**src/rtl/pucch_ncs_hop_gen.sv**
```systemverilog
// PUCCH cyclic-shift hopping generator: skips earlier-slot c-sequence bits and packs 8-bit n_cs per symbol.
// Optional alpha index output enabled by defining PUCCH_NCS_ALPHA_EN.
module pucch_ncs_hop_gen #(
  parameter int NGEN  = 2,
  parameter int NSYMB = 14
) (
  input  logic            clk,
  input  logic            rst,
  input  logic            i_start,
  input  logic [9:0]      i_nid,
  input  logic [7:0]      i_slot,
  output logic            o_cseq_start,
  output logic [30:0]     o_cseq_init,
  output logic [15:0]     o_cseq_threshold,
  output logic            o_cseq_get,
  input  logic [NGEN-1:0] i_cseq_bit,
  input  logic            i_cseq_valid,
  output logic [7:0]      o_ncs,
  output logic [3:0]      o_sym,
  output logic            o_valid,
  input  logic            i_ready,
  output logic            o_busy,
`ifdef PUCCH_NCS_ALPHA_EN
  input  logic [3:0]      i_m0,
  input  logic [3:0]      i_mcs,
  output logic [3:0]      o_alpha_idx,
`endif
  output logic            o_done
);

  localparam int         SHIFT     = $clog2(NGEN);
  localparam int         WPB       = 8 / NGEN;
  localparam logic [2:0] LAST_WORD = 3'(WPB - 1);
  localparam logic [3:0] LAST_SYM  = 4'(NSYMB - 1);
  localparam logic [15:0] BITS_PER_SLOT = 16'(8 * NSYMB);

  typedef enum logic [2:0] {IDLE, LAUNCH, SKIP, COLLECT, DRAIN} state_t;

  state_t      state, state_nxt;
  logic [14:0] skip_words, skip_cnt;
  logic [2:0]  word_idx;
  logic [3:0]  sym_cnt;
  logic [7:0]  acc, byte_nxt;
  logic        xfer_in, xfer_out, byte_done;

  // Upstream ready is the only combinational output, and only COLLECT depends on i_ready.
  assign o_cseq_get = (state == SKIP) || ((state == COLLECT) && (!o_valid || i_ready));
  assign xfer_in    = i_cseq_valid && o_cseq_get;
  assign xfer_out   = o_valid && i_ready;
  assign byte_done  = (state == COLLECT) && xfer_in && (word_idx == LAST_WORD);

  always_comb begin
    // NOTE: every signal gets a default first so no path leaves it unassigned (no latch).
    state_nxt = state;
    byte_nxt  = acc;
    byte_nxt[word_idx*NGEN +: NGEN] = i_cseq_bit;
    case (state)
      IDLE:    if (i_start) state_nxt = LAUNCH;
      LAUNCH:  state_nxt = (skip_words != '0) ? SKIP : COLLECT;
      SKIP:    if (xfer_in && (skip_cnt == skip_words - 15'd1)) state_nxt = COLLECT;
      COLLECT: if (byte_done && (sym_cnt == LAST_SYM)) state_nxt = DRAIN;
      DRAIN:   if (xfer_out) state_nxt = IDLE;
      default: state_nxt = IDLE;
    endcase
  end

  always_ff @(posedge clk) begin
    if (rst) begin
      state            <= IDLE;
      o_cseq_start     <= 1'b0;
      o_busy           <= 1'b0;
      o_done           <= 1'b0;
      o_cseq_init      <= '0;
      o_cseq_threshold <= '0;
      skip_words       <= '0;
      skip_cnt         <= '0;
      word_idx         <= '0;
      sym_cnt          <= '0;
      acc              <= '0;
      o_ncs            <= '0;
      o_sym            <= '0;
      o_valid          <= 1'b0;
`ifdef PUCCH_NCS_ALPHA_EN
      o_alpha_idx      <= '0;
`endif
    end else begin
      // NOTE: non-blocking assignments keep every register update order-independent within the edge.
      state        <= state_nxt;
      o_cseq_start <= (state_nxt == LAUNCH);
      o_busy       <= (state_nxt != IDLE);
      o_done       <= 1'b0;

      if ((state == IDLE) && i_start) begin
        o_cseq_init      <= {21'd0, i_nid};
        o_cseq_threshold <= (16'(i_slot) + 16'd1) * BITS_PER_SLOT;
        skip_words       <= 15'((16'(i_slot) * BITS_PER_SLOT) >> SHIFT);
        skip_cnt         <= '0;
        word_idx         <= '0;
        sym_cnt          <= '0;
      end

      if ((state == SKIP) && xfer_in) skip_cnt <= skip_cnt + 15'd1;

      if ((state == COLLECT) && xfer_in) begin
        acc      <= byte_nxt;
        word_idx <= (word_idx == LAST_WORD) ? 3'd0 : word_idx + 3'd1;
      end

      // A completing byte overwrites the output register even as the previous beat leaves.
      if (byte_done) begin
        o_ncs   <= byte_nxt;
        o_sym   <= sym_cnt;
        o_valid <= 1'b1;
        sym_cnt <= sym_cnt + 4'd1;
`ifdef PUCCH_NCS_ALPHA_EN
        o_alpha_idx <= 4'((9'(i_m0) + 9'(i_mcs) + 9'(byte_nxt)) % 9'd12);
`endif
      end else if (xfer_out) begin
        o_valid <= 1'b0;
      end

      if ((state == DRAIN) && xfer_out) o_done <= 1'b1;
    end
  end

endmodule

```
**config.mk**
```make
export PLATFORM = sky130hd
export DESIGN_NAME = pucch_ncs_hop_gen
export DESIGN_NICKNAME = d
export VERILOG_FILES = /design/src/rtl/pucch_ncs_hop_gen.sv
export SDC_FILE = /design/constraint.sdc
export NUM_CORES = 1
export LEC_CHECK = 0
export ABC_AREA = 1
export CAP_MARGIN = 20
export CORE_MARGIN = 2
export CORE_UTILIZATION = 54
export DETAILED_ROUTE_END_ITERATION = 16
export PLACE_DENSITY = 0.89
export REMOVE_ABC_BUFFERS = 1
export SKIP_LAST_GASP = 1
export SYNTH_ARGS = -nofsm -noshare
export SYNTH_HDL_FRONTEND = slang
export SYNTH_SLANG_ARGS = --single-unit
```
**constraint.sdc**
```tcl
create_clock -name clk -period 4.3 [get_ports clk]
set_input_delay 0.86 -clock clk [delete_from_list [all_inputs] [get_ports clk]]
set_output_delay 0.86 -clock clk [all_outputs]
set_load 0.02 [all_outputs]
```
# --- Word-level counts from Yosys, hierarchy flattened ---
# Cells that the tools add are included.
classes:
  n_addsub: 6
  n_mul: 2
  n_eq_ne: 8
  shift: 2
  n_mux: 17
  n_reduce_logical: 20
op_table:
  columns: ["operator", "count"]
  rows:
  - ["4-bit negator with 34-bit output", 1]
  - ["2-bit by 34-bit variable shift with 8-bit output (first input constant)", 1]
  - ["2-bit by 34-bit variable part select with 8-bit output", 1]
  - ["15-bit two-way mux", 2]
  - ["3-bit two-way mux", 7]
  - ["15-bit by 1-bit adder with 15-bit output (second input constant)", 1]
  - ["15-bit == test", 1]
  - ["3-bit one-hot mux with 5 select lines", 1]
  - ["15-bit nonzero test", 1]
  - ["14-bit by 1-bit subtractor with 15-bit output (second input constant)", 1]
  - ["9-bit by 3-bit multiplier with 12-bit output (second input constant)", 1]
  - ["8-bit by 3-bit multiplier with 11-bit output (second input constant)", 1]
  - ["1-bit logical AND", 10]
  - ["8-bit by 1-bit adder with 9-bit output (second input constant)", 1]
  - ["3-bit by 2-bit == test with 1-bit output (second input constant)", 3]
  - ["8-bit bitwise mux", 1]
  - ["4-bit two-way mux", 2]
  - ["2-bit nonzero test", 4]
  - ["3-bit by 1-bit == test with 1-bit output (second input constant)", 2]
  - ["4-bit by 1-bit adder with 4-bit output (second input constant)", 1]
  - ["4-bit == test (second input constant)", 1]
  - ["1-bit two-way mux", 4]
  - ["3-bit by 1-bit adder with 3-bit output (second input constant)", 1]
  - ["3-bit == test (second input constant)", 1]
  - ["4 further kinds", 5]
totals:
  regBits: 82
  input_bits: 25
  out_inout_bits: 64
  elab_cells: 69

# --- Logic depth before layout (Yosys ltp) ---
depth:
  depth_word: 11
  ltp_mapped: 17
  depth_no_buf: 17

# --- Least setup slack after synthesis ---
# OpenSTA, ideal clock, no wires.
synth_path:
  path_type: "input -> register"
  from: "in i_slot[0]"
  to: "reg o_cseq_threshold[12]"
  setup_time_ns: 0.115
  t_arrival_ns: 3.207
  slack_ns: 0.978
  path_stages: 13
  path_buffers: 0
  cell_sequence: "ha_1 nand2_1 xor2_1 inv_1 fa_1 ha_1 nand2_1 o21ai_0 a21oi_1 o21ai_0 xor2_1 o21ai_0 inv_1"
synth_via:
  elab_chain_len: 2
synth_rtl:
  columns: ["item", "line", "text"]
  rows:
  - ["start, declared", "11", "input logic [7:0] i_slot,"]
  - ["8-bit by 1-bit adder with 9-bit output", "95", "o_cseq_threshold <= (16'(i_slot) + 16'd1) * BITS_PER_SLOT;"]
  - ["9-bit by 3-bit multiplier with 12-bit output", "95", null]
  - ["end signal, assigned", "95", null]
  - ["end, declared", "14", "output logic [15:0] o_cseq_threshold,"]
# Every way passes these cells.
# A chain may end at the register's enable or synchronous reset.

# --- Final worst setup path ---
# Same ends and word-level chain as after synthesis.

==> metrics.yaml <==
clocking:
  ctsResizeCount: 0
  clk-insertion-delay-late_ns: 0.37
  cts_made_buffers: 9
  post-cts-setup-buffer-count: 0
  clockBufferDepth: 2
  htreeDepth: 3
  holdBufCountCts: 0
  cts_sinks: 82
  root_buffer: "clkbuf_8"
  cts.clk_slew.worst_paths_ns: 0.09
  cts_tree: "done"
floorplan:
  row_count: 35
  pin_count: 89
  die_w_um: 102
  coreArea_mm2: 0.00928
  initial_core_util_pct: 55.9
  dieArea_mm2: 0.0104
  die-height_um: 102
hold_path:
  hold_depth: 2
  min_to: "o_cseq_threshold[4]$_SDFFE_PP0P_"
  hp-start: "o_cseq_threshold[4]$_SDFFE_PP0P_"
  hp-class: "flop to flop"
worst_setup_path:
  cp_cell_sequence: "clkdlybuf4s50_1 -> buf_4 -> inv_1 -> ha_1 -> xnor2_1 -> xor2_1 -> ha_1 -> inv_1 -> fa_1 -> o21ai_0 -> a21oi_1 -> o21ai_0 -> xor2_1 -> o21ai_0 -> inv_1"
  path_buf_inv: 5
  cp.arrival_ns: 4.10
  reg2reg_slack_ns: 2.13
  rr_worst_depth: 7
  max_stage_delay_ns: 0.49
  critPathLaunch: "i_slot[0]"
  cp_max_fo: 7
  worstSetupPathType: "input port to flop"
  rr_startpoint: "state[0]$_SDFF_PP0_"
  setup.worst_path.start_class: "input port"
  critPathTopFamily: "adder cells"
  worst_setup_path_end_kind: "flop"
  r2r_end: "skip_cnt[4]$_SDFFE_PP0P_"
  required_ns: 4.57
  crit_path_top_delay_cell: "clkdlybuf4s50_1"
synthesis:
  async_flop_share_pct: 0
  synthSimpleGateAreaFrac_pct: 22.5
  synth_top_family_by_area: "simple AND/OR/NAND/NOR gates"
  synth_xor_xnor_area_share_pct: 4.55
  synth_top_area_share_pct: 31.6
  synth_area_mm2: 0.00519
  synth.area.top_cells: "dfxtp_1, nand2_1, ha_1"
  synthAdderAreaFrac_pct: 14.1
  synth-edff-count: 0
  synth.distinct_cells: 40
  synth_compound_area_share_pct: 14.5
  yosysSeqAreaShare_pct: 31.6
  yosys_most_used_dff: "dfxtp_1"
  ys_ff_latch: 82
  syn_inst: 716
  yosys_warnings: 0
  synthMuxAreaShare_pct: 0
  yosysTopAreaCell: "dfxtp_1"
  avgSynthCellArea_um2: 7.25
power_and_ir_drop:
  cellLeakagePower_nw: 2.75
  peakVddDrop_v: 0.000202
  powerDensity_mw_per_mm2: 332
placed_design:
  io_buffers: 63
  post_dp_cell_area_mm2: 0.00586
  hpwl_um: 8820
  pre_cts_ws_ns: 0.136
  place_congestion: 0.910
global_route:
  track_usage_pct: 23.9
  grt_pass1_vias: 4611
  grt_pass1_wl_um: 20200
  antenna_found_initial: 0
  grt_start_max_net_pins: 41
  grt-ovfl-total: 0
drt:
  wl_per_cell_um: 12.9
  initialDrtViolationCount: 214
  vias: 4730
  wl_um: 11800
  drc: 0
  vias_per_cell: 5.19
  first_pass_iters: 5
  drtAntennaViolNets: 0
sta:
  setup-violations-final: 0
  min_period_ns: 3.83
  worst_slack_ns: 0.467
  slew_viol_final: 0
  slew_headroom_pct: 55.7
  setup_tns_ns: 0
  max_slew.worst_pin.slew_ns: 0.663
  fmax_mhz: 261
  skew_ns: 0.0154
  hold_viol: 0
  rsz0062_at_grt: "no"
  fin_crit_sh_pct: 89.1
final_layout:
  antennaDiodeCount: 0
  postLayoutCellArea_mm2: 0.00605
  fin_util_pct: 65.2
  area_delta_synth_final_pct: 16.6
  final_cell_mix: "nand2_1, inv_1, dfxtp_1"
  final_common_cell: "nand2_1"
  fin_nets: 852
  drive_above_1_share_pct: 5.49
job:
  cap_violations: 0
outcome:
  status: "finished clean"
-- registers in the layout, summed over array words and instances (netlist names), 4 cells and up --
| signal | flops |
|---|---|
| skip_cnt | 15 |
| sym_cnt | 4 |
| acc | 8 |
| o_cseq_threshold | 12 |
| skip_words | 11 |
| o_sym | 4 |
| o_cseq_init | 10 |
| o_ncs | 8 |
-- metal layers --
layer  global-route usage [%]  wire (µm)  vias to the layer above  share of wire (%)
met5                        0          0                        -                  0
met4                     7.28        225                        0                1.9
met3                     4.24        433                       24                3.7
met2                     45.2       6270                      111                 53
met1                     27.2       4850                     2221                 41
li1                         -          -                     2374                  -
-- power by group --
part	internal [W]	switching (W)	leakage, nW
sequential	0.000805	0.0000320	0.669
combinational	0.000242	0.000378	1.99
clock	0.000226	0.000325	0.0931
-- worst max path at each step --
stage	endpoint	slack, ns	cells after the start
after detailed placement	o_cseq_threshold[12]$_SDFFE_PP0P_	0.14	15
after floorplan	o_cseq_threshold[12]$_SDFFE_PP0P_	0.97	13
after CTS	o_cseq_threshold[12]$_SDFFE_PP0P_	0.52	15
final	o_cseq_threshold[12]$_SDFFE_PP0P_	0.47	15
after global routing	o_cseq_threshold[12]$_SDFFE_PP0P_	0.28	15
after global placement	o_cseq_threshold[12]$_SDFFE_PP0P_	0.33	14
-- Yosys cell counts (all sizes together), types with 2 or more instances --
cell type,n
inv,99
a211oi,5
nor2,86
ha,33
a31oi,2
nand2,126
fa,16
a21oi,66
o21ai,64
clkbuf,6
or2,2
xnor2,7
nand3,30
buf,39
dfxtp,82
nand4,8
xor2,20
o211ai,4
nor3,9
nand3b,5
-- per-stage QoR --
step	std cells	total power, W	hold WS [ns]
2_1_floorplan	695	0.00127	0.428
3_3_place_gp	896	0.00144	0.452
3_5_place_dp	896	0.00147	0.461
4_1_cts	912	0.00201	0.473
5_1_grt	912	0.00213	0.495
6_report	912	0.00201	0.471
-- worst reg2reg max path: stages, from the launching register on --
cell and delay, ns:
dfxtp_1 0.48, nor2_1 0.12, nand3_1 0.10, buf_4 0.38, inv_2 0.38, nor2_2 0.30, nand2_1 0.08, a221oi_1 0.24
-- area by class of cell --
class,instances,area [µm²]
flip-flops and latches,82,1640
inverters,100,375
fillers,791,3230
clock buffers,9,124
multi-input cells,513,2980
well taps,129,161
repair buffers,72,698
clock inverters,7,71.3
-- kinds of logic (layout without fill, tap and decap cells) --
logic type	count (synthesis)	after routing
flip-flops	82	82
buffers and inverters	145	188
other	1	25
AND/OR/NAND/NOR	268	268
AO/OA/AOI/OAI	144	144
XOR/XNOR	27	27
adder cells (fa/ha/maj)	49	49
Power figures use the tool's default switching activity.
